--- src/rtl/if_id_elastic.sv ---
`default_nettype none
// ============================================================================
// Module      : if_id_elastic
// Description : Fetch-to-decode elastic buffer. Holds up to DEPTH pc/inst
//               pairs behind a valid/ready handshake. Includes a flush that
//               overrides every other input and a saturating count of the
//               valid entries that flushes have discarded.
// Revision    : 1.0 - initial release
// ============================================================================
module if_id_elastic #(
  parameter int PC_W   = 32,
  parameter int INST_W = 32,
  parameter int DEPTH  = 2,   // 1 (half-rate area option) or 2 (full rate)
  parameter int CNT_W  = 16
) (
  input  logic              clk,
  input  logic              rst,          // asynchronous, active-low
  input  logic              flush_i,
  input  logic              in_valid,
  output logic              in_ready,
  input  logic [PC_W-1:0]   in_pc,
  input  logic [INST_W-1:0] in_inst,
  output logic              out_valid,
  input  logic              out_ready,
  output logic [PC_W-1:0]   out_pc,
  output logic [INST_W-1:0] out_inst,
  output logic [1:0]        count_o,
  output logic [CNT_W-1:0]  flush_cnt_o
);

  localparam logic [1:0] c_depth = 2'(DEPTH);
  // Pointers toggle only when there are two slots; with one slot they stay 0.
  localparam logic       c_wrap  = (DEPTH == 2);

  logic [PC_W-1:0]   r_pc_mem   [DEPTH];
  logic [INST_W-1:0] r_inst_mem [DEPTH];
  logic              r_rptr;
  logic              r_wptr;
  logic [1:0]        r_count;
  logic [CNT_W-1:0]  r_flush_cnt;

  logic              w_push;
  logic              w_pop;
  logic [CNT_W:0]    w_flush_sum;
  logic [CNT_W-1:0]  w_flush_next;

  // Ready and valid come from registered occupancy only, so out_ready never
  // reaches in_ready combinationally and in_* never reaches out_*.
  assign in_ready  = (r_count < c_depth);
  assign out_valid = (r_count != 2'd0);
  assign out_pc    = out_valid ? r_pc_mem[r_rptr]   : '0;
  assign out_inst  = out_valid ? r_inst_mem[r_rptr] : '0;
  assign count_o     = r_count;
  assign flush_cnt_o = r_flush_cnt;

  // Flush suppresses both handshakes; the pair offered with it is dropped.
  assign w_push = in_valid  & in_ready  & ~flush_i;
  assign w_pop  = out_valid & out_ready & ~flush_i;

  // One extra bit catches the carry so the statistic saturates, never wraps.
  assign w_flush_sum  = {1'b0, r_flush_cnt} + (CNT_W+1)'(r_count);
  assign w_flush_next = w_flush_sum[CNT_W] ? {CNT_W{1'b1}} : w_flush_sum[CNT_W-1:0];

  // Occupancy, pointers and flush statistic; flush has highest priority.
  always_ff @(posedge clk or negedge rst) begin
    if (!rst) begin
      r_count     <= 2'd0;
      r_rptr      <= 1'b0;
      r_wptr      <= 1'b0;
      r_flush_cnt <= '0;
    end else if (flush_i) begin
      r_count     <= 2'd0;
      r_rptr      <= 1'b0;
      r_wptr      <= 1'b0;
      r_flush_cnt <= w_flush_next;
    end else begin
      if (w_push) r_wptr <= c_wrap & ~r_wptr;
      if (w_pop)  r_rptr <= c_wrap & ~r_rptr;
      case ({w_push, w_pop})
        2'b10:   r_count <= r_count + 2'd1;
        2'b01:   r_count <= r_count - 2'd1;
        default: r_count <= r_count;
      endcase
    end
  end

  // Entry storage: written at the tail on every accepted push.
  always_ff @(posedge clk or negedge rst) begin
    if (!rst) begin
      for (int i = 0; i < DEPTH; i++) begin
        r_pc_mem[i]   <= '0;
        r_inst_mem[i] <= '0;
      end
    end else if (w_push) begin
      r_pc_mem[r_wptr]   <= in_pc;
      r_inst_mem[r_wptr] <= in_inst;
    end
  end

endmodule
`default_nettype wire

--- config.mk ---
export PLATFORM = sky130hd
export DESIGN_NAME = if_id_elastic
export DESIGN_NICKNAME = d
export VERILOG_FILES = /design/src/rtl/if_id_elastic.sv
export SDC_FILE = /design/constraint.sdc
export NUM_CORES = 1
export LEC_CHECK = 0
export ABC_AREA = 1
export BUFFER_PORTS_ARGS = -buffer_cell sky130_fd_sc_hd__buf_4
export CAP_MARGIN = 25
export CORE_MARGIN = 2
export CORE_UTILIZATION = 50
export CTS_CLUSTER_DIAMETER = 40
export DETAILED_ROUTE_END_ITERATION = 8
export HOLD_SLACK_MARGIN = 0.02
export PLACE_DENSITY = 0.85
export SLEW_MARGIN = 20
export SYNTH_ARGS = -nofsm -noshare
export SYNTH_HDL_FRONTEND = slang
export SYNTH_SLANG_ARGS = --single-unit
--- constraint.sdc ---
create_clock -name clk -period 3.4 [get_ports clk]
set_input_delay 0.34 -clock clk [delete_from_list [all_inputs] [get_ports clk]]
set_output_delay 0.34 -clock clk [all_outputs]
set_load 0.03 [all_outputs]
==> results of run 1 <==
registers in the layout, summed over array words and instances, names as in the netlist:
| name | cells |
|---|---|
| r_inst_mem | 64 |
| r_pc_mem | 64 |
| flush_cnt_o | 16 |
| count_o | 2 |
| r_rptr | 1 |
| r_wptr | 1 |
cells by family after synthesis:
family | Yosys count
and+or+nand+nor | 347
buffers and inverters | 141
DFF | 148
AOI/OAI and AO/OA | 204
adders and majority gates | 3
xor gates and xnor gates | 4
tightest hold or removal path: stages:
cell	delay [ns]
buf_4	0.07
inv_1	0.04
o21ai_1	0.11
what timing repair did:
item	CTS	global route
hold buffers	1	0
resized for setup	0	0
hold endpoints to repair	61	0
per-stage QoR:
step                cells  worst slack (ns)  hold slack (ns)  total power [W]  util (%)
floorplan             847             1.174          0.04441         0.005248         -
global placement     1135             1.328           0.3595         0.006359     60.84
detailed placement   1135             1.264           0.3644         0.006454     60.84
CTS                  1168            0.9087           0.1739         0.008385     65.47
global route         1168            0.7939           0.1901         0.008908     65.47
finish               1168            0.9395           0.1890         0.008333     65.47
cells in the mapped netlist (3+ instances only):
master / instances / share of area (%)
a21oi_1: 67 / 4.9
buf_2: 31 / 2.3
clkbuf_1: 18 / 0.99
dfrtp_1: 148 / 55
inv_1: 90 / 5.0
nand2_1: 298 / 16
nand3_1: 16 / 1.2
nand3_2: 5 / 0.74
nand4_1: 3 / 0.28
nor2_1: 11 / 0.61
nor3_1: 5 / 0.37
o21ai_0: 121 / 8.9
o21ai_1: 14 / 1.0
xor2_1: 3 / 0.39
how the worst max path moves through the flow:
stage	from	to	slack, ns	cells after the start
finish	r_rptr$_DFFE_PN0P_	out_inst[17]	0.94	5
global route	r_rptr$_DFFE_PN0P_	out_inst[2]	0.79	5
CTS	r_rptr$_DFFE_PN0P_	out_inst[17]	0.91	5
detailed placement	count_o[1]$_DFFE_PN0P_	flush_cnt_o[15]$_DFFE_PN0P_	1.26	9
global placement	flush_i	r_pc_mem[7]$_DFFE_PN0P_	1.33	6
floorplan	count_o[1]$_DFFE_PN0P_	flush_cnt_o[10]$_DFFE_PN0P_	1.17	10
power by group through the flow:
stage | clock [W] | combinational (W) | sequential, W
floorplan | 0 | 0.00223 | 0.00302
global placement | 0 | 0.00335 | 0.00301
detailed placement | 0 | 0.00341 | 0.00304
CTS | 0.00192 | 0.00344 | 0.00302
global route | 0.00199 | 0.00378 | 0.00314
finish | 0.00188 | 0.00341 | 0.00304
layout make-up:
cell class	count	area, um2	share of cell area [%]
Clock inverter	12	156.4	1.804
Timing Repair Buffer	164	1262	14.56
Inverter	90	337.8	3.897
Multi-Input combinational cell	558	2541	29.31
Tap cell	176	220.2	2.540
Sequential cell	148	3705	42.73
Clock buffer	20	446.7	5.152
per-layer routing:
metal	global-route usage, %	part of all wire [%]	vias to the layer above
li1	-	-	2938
met4	7.558	1.4	0
met3	4.764	5.6	16
met5	0	0	-
met2	37.96	48	195
met1	30.90	45	2815
==> flow_summary.yaml, run 1 <==
cells_and_area:
  final_nets: 1051
  n_fill_cell: 1124
  layout_common_cells: "298 x nand2_1, 160 x buf_4, 147 x dfrtp_1"
  area_growth_pct: 27.65
  final_common_cell: "nand2_1"
  diodes: 0
  drive_above_1_share_pct: 21.17
  stdcell_area_mm2: 0.008670
timing:
  clock_skew_ns: 0.005980
  worstMarginPinSlew_ns: 0.7458
  slew_viol_final: 0
  fin_crit_sh_pct: 72.37
  max_slew_margin_pct: 50.21
  rsz0062_at_grt: "false"
  report.final.hold_viol_count: 0
  fin_crit_ns: 2.460
  max_clock_freq_mhz: 406.4
  finalSetupViolations: 0
  fin_tns_setup_ns: 0
die:
  io_pins: 153
  core-area_mm2: 0.01324
  initial_core_util_pct: 51.28
  die_area_mm2: 0.01453
  die_w_um: 120.5
  rows: 42
  die_y_um: 120.5
synthesis:
  syn_nets: 919
  synth-simple-area-share_pct: 20.65
  synth_top_flop_cell: "dfrtp_1"
  synth_edf_count: 0
  synth_compound_area_share_pct: 15.11
  synth.distinct_cells: 26
  synth_mux_area_share_pct: 0
  synth-seq-cells: 148
  synth_cells: 847
  synth_top_family_by_area: "simple AND/OR/NAND/NOR gates"
  yosys_warnings: 0
  synth_xor_area_share_pct: 0.5158
  async_reset_ff_share_pct: 100.0
  ys_seq_area_share_pct: 54.53
  syn_area_per_cell_um2: 8.018
  synthAdderAreaFrac_pct: 0.6632
  synth_area_mm2: 0.006792
placed_design:
  port_buffers: 152
  place_area_mm2: 0.008056
  gp_congestion: 0.8274
  dp_hpwl_um: 10320
worst_hold_path:
  hold_end: "r_pc_mem[54]$_DFFE_PN0P_"
  worstHoldPathType: "in2reg"
  hold_depth: 3
  min_from: "in_pc[22]"
setup_path:
  crit_type: "reg2out"
  cp.arrival_ns: 2.12
  ff2ff_setup_slack_ns: 1.20
  critical_path.top_delay_family: "buffers and inverters"
  worstPathRequired_ns: 3.06
  cp-start-kind: "flip-flop"
  crit_fanout: 41
  rr_worst_depth: 9
  endpoint_kind: "output pin"
  worst-path-buf-inv: 3
  cpMostUsedCell: "buf_4"
  max_stage_delay_ns: 0.55
  path_cells: "inv_2, buf_4, nand2_1, a21oi_1, buf_4"
  slowest_stage: "inv_2"
  reg2reg_from: "count_o[1]$_DFFE_PN0P_"
  timing.rr.end: "flush_cnt_o[2]$_DFFE_PN0P_"
drt:
  drc: 0
  via_count: 5964
  drt_wl_total_um: 16060
  wl_per_cell_um: 13.75
  firstDrtPassIters: 5
  viasPerCell: 5.106
  ant_nets: 0
  dr.first_iter.drc_count: 515
power:
  power_frac_clock_pct: 22.6
  seqPwrFrac_pct: 36.4
  powerDensity_mw_per_mm2: 961.2
  p_int_w: 0.004944
  p_sw_w: 0.003389
  ir_worst_vdd_mv: 0.6563
  leakage_nw: 4.486
  pwr-share-comb_pct: 41.0
  swShare_pct: 40.67
clock_tree:
  h-tree-depth: 4
  clk_pin_slew_ns: 0.06
  cts_tree: "built"
  postCtsSetupRepairBufs: 0
  clock_sink_count: 148
  clk_path_buf_depth: 2
  clk_latency_ns: 0.41
  cts_inserted_buffers: 17
  cts_root_buf: "clkbuf_16"
grt:
  grt_pass1_vias: 5690
  grt_max_degree: 67
  grt.overflow.total: 0
  grt_usage_pct: 23.12
  grt_pass1_wl_um: 26850
  antenna_found_initial: 0
flow_run:
  cap_violations: 0
status:
  status: "completed"
Note: power is estimated with default switching activity, not from simulation.
==> run 2, diff against run 1 <==
--- a/config.mk
+++ b/config.mk
@@ -9,11 +9,11 @@
 export BUFFER_PORTS_ARGS = -buffer_cell sky130_fd_sc_hd__buf_4
 export CAP_MARGIN = 25
 export CORE_MARGIN = 2
-export CORE_UTILIZATION = 50
+export CORE_UTILIZATION = 49
 export CTS_CLUSTER_DIAMETER = 40
 export DETAILED_ROUTE_END_ITERATION = 8
 export HOLD_SLACK_MARGIN = 0.02
-export PLACE_DENSITY = 0.85
+export PLACE_DENSITY = 0.86
 export SLEW_MARGIN = 20
 export SYNTH_ARGS = -nofsm -noshare
 export SYNTH_HDL_FRONTEND = slang
==> constraint.sdc (replaced) <==
create_clock -name clk -period 2.2 [get_ports clk]
set_input_delay 0.22 -clock clk [delete_from_list [all_inputs] [get_ports clk]]
set_output_delay 0.22 -clock clk [all_outputs]
set_load 0.03 [all_outputs]
==> flow_summary.yaml, run 2 (same netlist as run 1, synthesis figures left out) <==
setup_path:
  worst-path-buf-inv: 2
  max_stage_delay_ns: 0.48
  path_cells: "nor2_4, buf_12, a21oi_1, buf_4"
  slowest_stage: "dfrtp_2"
  worstPathRequired_ns: 1.98
  crit_type: "reg2out"
  cp-start-kind: "flip-flop"
  critical_path.top_delay_family: "flip-flops"
  endpoint_kind: "output pin"
  cp.arrival_ns: 1.88
  crit_fanout: 27
status:
  status: "completed"
grt:
  use_met1_pct: 30.11
  grt_pass1_vias: 5586
  antenna_found_initial: 0
  busiest_layer: "met2"
  grt_max_degree: 71
  use_met3_pct: 4.963
  grt.overflow.total: 0
  grtUsageMet2_pct: 37.43
  grt_pass1_wl_um: 26610
  grt_usage_pct: 22.93
timing:
  clock_skew_ns: 0.004240
  fin_tns_setup_ns: 0
  worstMarginPinSlew_ns: 0.5771
  finalSetupViolations: 0
  report.final.hold_viol_count: 0
  max_clock_freq_mhz: 477.2
  fin_crit_sh_pct: 95.25
  max_slew_margin_pct: 61.53
  rsz0062_at_grt: "false"
  slew_viol_final: 0
  fin_crit_ns: 2.096
  whs_ns: 0.05582
power:
  ir_worst_vdd_mv: 0.8801
  powerDensity_mw_per_mm2: 1470
  leakage_nw: 4.523
cells_and_area:
  area_growth_pct: 28.68
  drive_above_1_share_pct: 21.73
  final_cells: 1174
  final_util_pct: 63.70
  n_fill_cell: 1146
  layout_common_cells: "298 x nand2_1, 157 x buf_4, 145 x dfrtp_1"
  final_common_cell: "nand2_1"
  diodes: 0
  final_nets: 1053
die:
  io_pins: 153
  core-area_mm2: 0.01372
  die_w_um: 121.7
  die_area_mm2: 0.01482
  die_y_um: 121.7
  rows: 43
  initial_core_util_pct: 49.50
placed_design:
  dp.cells: 1141
  gp_congestion: 0.7697
  port_buffers: 152
  dp_hpwl_um: 10360
worst_hold_path:
  worstHoldPathType: "in2reg"
clock_tree:
  clk_path_buf_depth: 2
  cts_inserted_buffers: 17
  postCtsSetupRepairBufs: 0
  h-tree-depth: 4
  cts_root_buf: "clkbuf_16"
  clk_pin_slew_ns: 0.06
  clock_sink_count: 148
  clk_latency_ns: 0.42
  cts_tree: "built"
drt:
  viasPerCell: 5.094
  wl_per_cell_um: 13.67
  firstDrtPassIters: 6
  dr.first_iter.drc_count: 431
  drt_wl_total_um: 16050
  via_count: 5980
  drc: 0
  ant_nets: 0
flow_run:
  cap_violations: 0
==> run 2: cell count changes in the layout (fill, tap and decap cells not counted), sizes merged <==
cell / before / now
clkbuf: 20 / 21
buf: 163 / 165
clkinvlp: 4 / 6
bufinv: 3 / 1
clkinv: 5 / 4
==> run 2: report_power, final <==
part	internal, W	switching, W
logic	0.00195	0.00344
clock network	0.00167	0.00111
registers	0.00396	0.000716
total	0.00758	0.00527
==> run 2: cell type report <==
type / instances / area (um2) / area share, %
Sequential cell: 148 / 3707 / 42.42
Timing Repair Buffer: 166 / 1340 / 15.33
Multi-Input combinational cell: 558 / 2546 / 29.13
Clock inverter: 11 / 102.6 / 1.174
Clock buffer: 21 / 480.5 / 5.497
Inverter: 90 / 337.8 / 3.865
Tap cell: 180 / 225.2 / 2.577
==> run 2: what timing repair did <==
| item | in CTS | in global routing |
|---|---|---|
| setup endpoints to repair | 0 | 12 |
| hold buffers | 1 | 0 |
| hold endpoints to repair | 56 | 0 |
| gates resized for setup | 0 | 2 |
==> run 2: worst register-to-register path, stage by stage, from the launching register on <==
cell and delay (ns):
dfrtp_2 0.47, inv_1 0.14, fa_1 0.42, inv_1 0.09
nand3_1 0.07, inv_1 0.13, nand3_2 0.16, nor2_4 0.17
nand2_4 0.13, nand3_1 0.13
==> run 2: worst paths after layout <==
path,startpoint,end,slack [ns],cells after the start
max in group asynchronous,rst,r_inst_mem[48]$_DFFE_PN0P_,1.18,3
min,in_pc[26],r_pc_mem[58]$_DFFE_PN0P_,0.06,3
max reg2reg,count_o[1]$_DFFE_PN0P_,flush_cnt_o[15]$_DFFE_PN0P_,0.22,9
min in group asynchronous,rst,r_pc_mem[36]$_DFFE_PN0P_,0.34,2
min reg2reg,r_pc_mem[0]$_DFFE_PN0P_,r_pc_mem[0]$_DFFE_PN0P_,0.48,2
max,count_o[1]$_DFFE_PN0P_,out_inst[31],0.10,4
==> run 2: stage by stage <==
| step | total power (W) | instance area [um2] | setup slack [ns] |
|---|---|---|---|
| global route | 0.01377 | 8740 | 0.02776 |
| detailed placement | 0.01011 | 8140 | 0.1457 |
| global placement | 0.009926 | 8140 | 0.2108 |
| finish | 0.01285 | 8740 | 0.1045 |
| floorplan | 0.008112 | 6793 | 0.1545 |
| CTS | 0.01292 | 8733 | 0.08393 |
==> run 2: layer usage <==
layer,share of wire [%],vias to the layer above
li1,-,2951
met4,2.0,0
met5,0,-
met1,44,2830
met2,49,178
met3,4.7,21
